==> src/rtl/signal_phase_controller.sv <==
// Traffic phase sequencer: all-red -> green -> yellow per road, green sized from
// the served road's averaged count, with emergency preemption and hold.
module signal_phase_controller #(
  parameter int unsigned MIN_GREEN   = 5,
  parameter int unsigned MAX_GREEN   = 30,
  parameter int unsigned SCALE_SHIFT = 2,
  parameter int unsigned YELLOW_T    = 3,
  parameter int unsigned ALLRED_T    = 2
) (
  input  logic        clk,
  input  logic        reset,
  input  logic        tick,
  input  logic [7:0]  avg_n,
  input  logic [7:0]  avg_s,
  input  logic [7:0]  avg_e,
  input  logic [7:0]  avg_w,
  input  logic        emg_req,
  input  logic [1:0]  emg_road,
  output logic [1:0]  next_road,
  output logic [11:0] lights,
  output logic [7:0]  green_len,
  output logic [1:0]  state
);

  localparam int unsigned ROAD_W  = 2;
  localparam int unsigned CNT_W   = 8;
  localparam int unsigned LIGHT_W = 12;
  localparam int unsigned SIZE_W  = CNT_W + 1;

  localparam logic [CNT_W-1:0]   ALLRED_LAST = CNT_W'(ALLRED_T - 1);
  localparam logic [CNT_W-1:0]   YELLOW_LAST = CNT_W'(YELLOW_T - 1);
  localparam logic [CNT_W-1:0]   MIN_LAST    = CNT_W'(MIN_GREEN - 1);
  localparam logic [LIGHT_W-1:0] ALL_RED_LIGHTS = 12'b100_100_100_100;

  typedef enum logic [1:0] {
    ST_ALL_RED = 2'd0,
    ST_GREEN   = 2'd1,
    ST_YELLOW  = 2'd2
  } state_e;

  state_e              state_q, state_d;
  logic [ROAD_W-1:0]   cur_road_q, cur_road_d;
  logic [ROAD_W-1:0]   next_road_q, next_road_d;
  logic [CNT_W-1:0]    timer_q, timer_d;
  logic [CNT_W-1:0]    green_len_q, green_len_d;
  logic [LIGHT_W-1:0]  lights_q, lights_d;

  logic [ROAD_W-1:0]   serve_road;
  logic [CNT_W-1:0]    serve_avg;
  logic [SIZE_W-1:0]   g_raw;
  logic [CNT_W-1:0]    g_sized;
  logic [CNT_W-1:0]    green_last;
  logic                preempt;
  logic                hold;
  logic [2:0]          lamp;

  // A request pending at the all-red exit edge decides the road being served
  always_comb begin
    serve_road = emg_req ? emg_road : next_road_q;
    unique case (serve_road)
      2'd0:    serve_avg = avg_n;
      2'd1:    serve_avg = avg_s;
      2'd2:    serve_avg = avg_e;
      default: serve_avg = avg_w;
    endcase
    g_raw   = SIZE_W'(MIN_GREEN) + SIZE_W'(serve_avg >> SCALE_SHIFT);
    g_sized = (g_raw > SIZE_W'(MAX_GREEN)) ? CNT_W'(MAX_GREEN) : g_raw[CNT_W-1:0];
  end

  assign green_last = green_len_q - CNT_W'(1);
  assign preempt    = emg_req && (emg_road != cur_road_q);
  assign hold       = emg_req && (emg_road == cur_road_q);

  // Next-state and phase bookkeeping
  always_comb begin
    state_d     = state_q;
    cur_road_d  = cur_road_q;
    next_road_d = next_road_q;
    timer_d     = timer_q;
    green_len_d = green_len_q;

    unique case (state_q)
      ST_ALL_RED: begin
        next_road_d = serve_road;
        if (tick) begin
          if (timer_q == ALLRED_LAST) begin
            state_d     = ST_GREEN;
            cur_road_d  = serve_road;
            green_len_d = g_sized;
            timer_d     = '0;
          end else begin
            timer_d = timer_q + CNT_W'(1);
          end
        end
      end

      ST_GREEN: begin
        if (tick) begin
          if (preempt && (timer_q >= MIN_LAST)) begin
            state_d     = ST_YELLOW;
            next_road_d = emg_road;
            timer_d     = '0;
          end else if (timer_q >= green_last) begin
            // Emergency on the served road saturates the timer here
            if (!hold) begin
              state_d     = ST_YELLOW;
              next_road_d = cur_road_q + ROAD_W'(1);
              timer_d     = '0;
            end
          end else begin
            timer_d = timer_q + CNT_W'(1);
          end
        end
      end

      ST_YELLOW: begin
        if (emg_req) begin
          next_road_d = emg_road;
        end
        if (tick) begin
          if (timer_q == YELLOW_LAST) begin
            state_d = ST_ALL_RED;
            timer_d = '0;
          end else begin
            timer_d = timer_q + CNT_W'(1);
          end
        end
      end

      default: begin
        state_d = ST_ALL_RED;
        timer_d = '0;
      end
    endcase
  end

  // Lamp decode from the upcoming state so lights stay registered
  always_comb begin
    lights_d = ALL_RED_LIGHTS;
    lamp     = 3'b100;
    if (state_d == ST_GREEN) begin
      lamp = 3'b001;
    end else if (state_d == ST_YELLOW) begin
      lamp = 3'b010;
    end
    unique case (cur_road_d)
      2'd0:    lights_d[2:0]  = lamp;
      2'd1:    lights_d[5:3]  = lamp;
      2'd2:    lights_d[8:6]  = lamp;
      default: lights_d[11:9] = lamp;
    endcase
  end

  always_ff @(posedge clk) begin
    if (!reset) begin
      state_q     <= ST_ALL_RED;
      cur_road_q  <= '0;
      next_road_q <= '0;
      timer_q     <= '0;
      green_len_q <= '0;
      lights_q    <= ALL_RED_LIGHTS;
    end else begin
      state_q     <= state_d;
      cur_road_q  <= cur_road_d;
      next_road_q <= next_road_d;
      timer_q     <= timer_d;
      green_len_q <= green_len_d;
      lights_q    <= lights_d;
    end
  end

  assign next_road = next_road_q;
  assign lights    = lights_q;
  assign green_len = green_len_q;
  assign state     = state_q;

endmodule

==> config.mk <==
export PLATFORM = sky130hd
export DESIGN_NAME = signal_phase_controller
export DESIGN_NICKNAME = d
export VERILOG_FILES = /design/src/rtl/signal_phase_controller.sv
export SDC_FILE = /design/constraint.sdc
export NUM_CORES = 1
export LEC_CHECK = 0
export BUFFER_PORTS_ARGS = -buffer_cell sky130_fd_sc_hd__buf_2
export CAP_MARGIN = 20
export CORE_UTILIZATION = 30
export CTS_CLUSTER_DIAMETER = 60
export DETAILED_ROUTE_END_ITERATION = 6
export PLACE_DENSITY = 0.64
export SKIP_LAST_GASP = 1
export SLEW_MARGIN = 20
export SYNTH_ARGS = -nofsm -noshare
export SYNTH_HDL_FRONTEND = slang
export SYNTH_SLANG_ARGS = --single-unit
==> constraint.sdc <==
create_clock -name clk -period 3.17 [get_ports clk]
set_clock_uncertainty 0.1 [all_clocks]
set_input_delay 0.4755 -clock clk [delete_from_list [all_inputs] [get_ports clk]]
set_output_delay 0.4755 -clock clk [all_outputs]
set_load 0.01 [all_outputs]
==> qor.txt <==
Core Area: 0.00721 sq mm
Max IR drop VDD: 0.131 mV
Total global-route track usage: 0.135
Clk pin slew, worst setup/hold paths: 0.06 ns
Yosys warning total: 0
CP Launch Type: flip-flop
Uppermost routed layer: met4
Ant diodes: 0
WL final: 4970 um
Num rows: 31
Root Driver: clkbuf_8
Clock latency on the worst-skew pair: 0.28 ns
Average size of a mapped cell: 8.56 sq um
Gpl congestion: 0.805
Synth top area share: 0.296
Die Ht: 88.3 um
Final worst slack: 0.190 ns
CP delay by family, top: compound AO/OA/AOI/OAI gates
Synth top area cells: dfxtp_1 (30%), ha_1 (9.5%), mux2i_1 (6.7%)
Via count: 1993
H-tree Lvls: 2
Mapped Nets: 316
Critical Path Slowest Stage Cell: a2111oi_4
Area Overhead vs Synth: 28.0%
Cells after synthesis: 261
#FFs+latches synth: 33
Grt ovf: 0
Final antenna-violating net count: 0
Dpl ws: -0.0951 ns
Run status: finished, final reports clean
Vias in the first global route: 1850
DR WL/cell: 11.7 um
Fin. max-slew vios: 0
Initial Util: 0.310
Achievable Freq: 336 MHz
Min Hold Slack: 0.408 ns
Post-synth EDFFs: 0
DIE AREA: 0.00780 sq mm
Detailed Place HPWL: 3970 um
Final Setup Violations: 0
Share of cells above drive strength 1: 0.307
Max FO, Critical Path: 5
First-pass GRT wire length: 8450 um
Pwr Density: 414 mW/mm^2
Commonest register cell after synthesis: dfxtp_1
CP Class: flip-flop to flip-flop
Switching share of total power: 0.310
CP peak stage delay: 0.37 ns
Die Wd: 88.3 um
Nets: 380
Crit end category: flip-flop
Logic pwr share: 0.324
Most instantiated library cell after synthesis: dfxtp_1
Met3 wire len: 250 um
DR pass1 iterations: 4
Worst EP arrival: 3.05 ns
Post-synthesis sequential area ratio: 0.296
Initial DRC Count: 93
WL met2: 2440 um
Register share of total power: 0.386
TritonCTS Buffers: 5
Residual DRC count: 0
Largest net degree at the start of global routing: 19
Fillers: 783
Final hold viol count: 0
Post CTS Setup Buffer Count: 0
LEAKAGE: 1.33 nW
FF+latch area: 663 sq um
Initial antenna violation count: 0
CTS sink cnt: 33
DR vias/cell: 4.69
Most instantiated cells after synthesis: dfxtp_1 (33), nand2_1 (21), nor2_1 (21)
CP bufs+invs: 4
P_int: 817 uW
Hold WC Path Type: flip-flop to flip-flop
Max Cap Violations: 0
Crit-path cells: buf_4 -> inv_2 -> ha_4 -> nand2_1 -> xor2_1 -> ha_2 -> a2111oi_4 -> nand2_1 -> o21ai_1 -> a31o_2 -> a21oi_1 -> a22oi_1 -> inv_1 -> ha_1 -> buf_4 -> or2_1
Share of flip-flops with an asynchronous set or reset: 0
Clock network fraction of total power: 0.291
PortBufs: 52
Unique masters post-synth: 52
Worst path required time: 3.24 ns
Min Tclk post-route: 2.98 ns
Post-Syn Area: 0.00223 sq mm
Psw: 367 uW
M1 wire length: 2230 um
CTS tree: done
Fin crit share: 0.940
Synth area leader: dfxtp_1
# IOs: 62
Multi-input logic area: 0.00154 sq mm
Bufs on Longest Clock Path: 2
[cell families after synthesis]
family / Yosys count / synth area share
adder cells (fa/ha/maj): 17 / 0.0952
other: 1 / 0.00168
AO/OA/AOI/OAI: 55 / 0.175
buffers and inverters: 25 / 0.0482
XOR/XNOR: 13 / 0.0510
flip-flops: 33 / 0.296
AND/OR/NAND/NOR: 96 / 0.222
multiplexers: 21 / 0.111
[power by group through the flow]
stage          Clock [mW]  Combinational, mW  Sequential (mW)
4_1_cts             0.354              0.373            0.454
3_5_place_dp            0              0.369            0.463
6_report            0.344              0.383            0.457
2_1_floorplan           0              0.254            0.465
3_3_place_gp            0              0.360            0.463
5_1_grt             0.367              0.429            0.459
[tightest hold or removal path, stage by stage (launching register included)]
cell and delay, ns:
dfxtp_1 0.34, nand2_1 0.06, mux2i_1 0.06
[metrics by stage]
stage	TNS [ns]	power, mW	std cells	util	instance area (sq um)
finish	0	1.18	425	0.396	2860
global route	-0.000272	1.26	425	0.396	2860
CTS	0	1.18	425	0.388	2800
floorplan	0	0.720	261	-	2240
global placement	-0.0913	0.822	417	0.373	2690
detailed placement	-0.360	0.832	417	0.373	2690
[per-layer routing]
metal	up-vias	GRT usage
met5	-	0
met4	0	0.0425
met3	5	0.0289
met2	46	0.231
met1	888	0.170
li1	1054	-
[sequential cells by signal (all words and copies together), names as in the netlist]
register / cells
cur_road_q: 2
green_len: 7
lights: 12
next_road: 2
state: 2
timer_q: 8
[cell type report]
type	instances	share of cell area
Sequential cell	33	0.232
Timing Repair Buffer	69	0.136
Tap cell	99	0.0433
Clock buffer	7	0.0337
Multi-Input combinational cell	203	0.537
Clock inverter	1	0.00175
Inverter	13	0.0171
[layout by cell type, fill, tap and decap left out, drive strengths merged, types with 5 or more instances in the layout]
cell	Yosys	final
buf	4	69
nor2b	11	11
xnor2	11	11
clkbuf	8	7
nand2	21	21
nor3	11	11
a22o	7	7
dfxtp	33	33
ha	17	17
nor2	23	23
mux2i	20	20
inv	13	13
a21oi	6	6
a211oi	6	6
and3	9	9
nand3	5	5
o21ai	16	16
[path summary, 6_finish.rpt]
check,start,end,slack [ns],cells past startpoint
worst min-delay path,next_road[0]$_SDFFE_PN0P_,next_road[0]$_SDFFE_PN0P_,0.41,2
worst min register to register,next_road[0]$_SDFFE_PN0P_,next_road[0]$_SDFFE_PN0P_,0.41,2
worst max register to register,green_len[1]$_SDFFE_PN0P_,lights[11]$_SDFF_PP1_,0.19,16
worst max-delay path,green_len[1]$_SDFFE_PN0P_,lights[11]$_SDFF_PP1_,0.19,16
[what timing repair did]
action                     4_1_cts  5_1_grt
resized for setup                2       12
setup endpoints to repair        4        5
pin swaps                        0        4
cloned                           0        0
hold endpoints to repair         0        0
hold buffers                     0        0
Note: power is estimated with default switching activity, not from simulation.
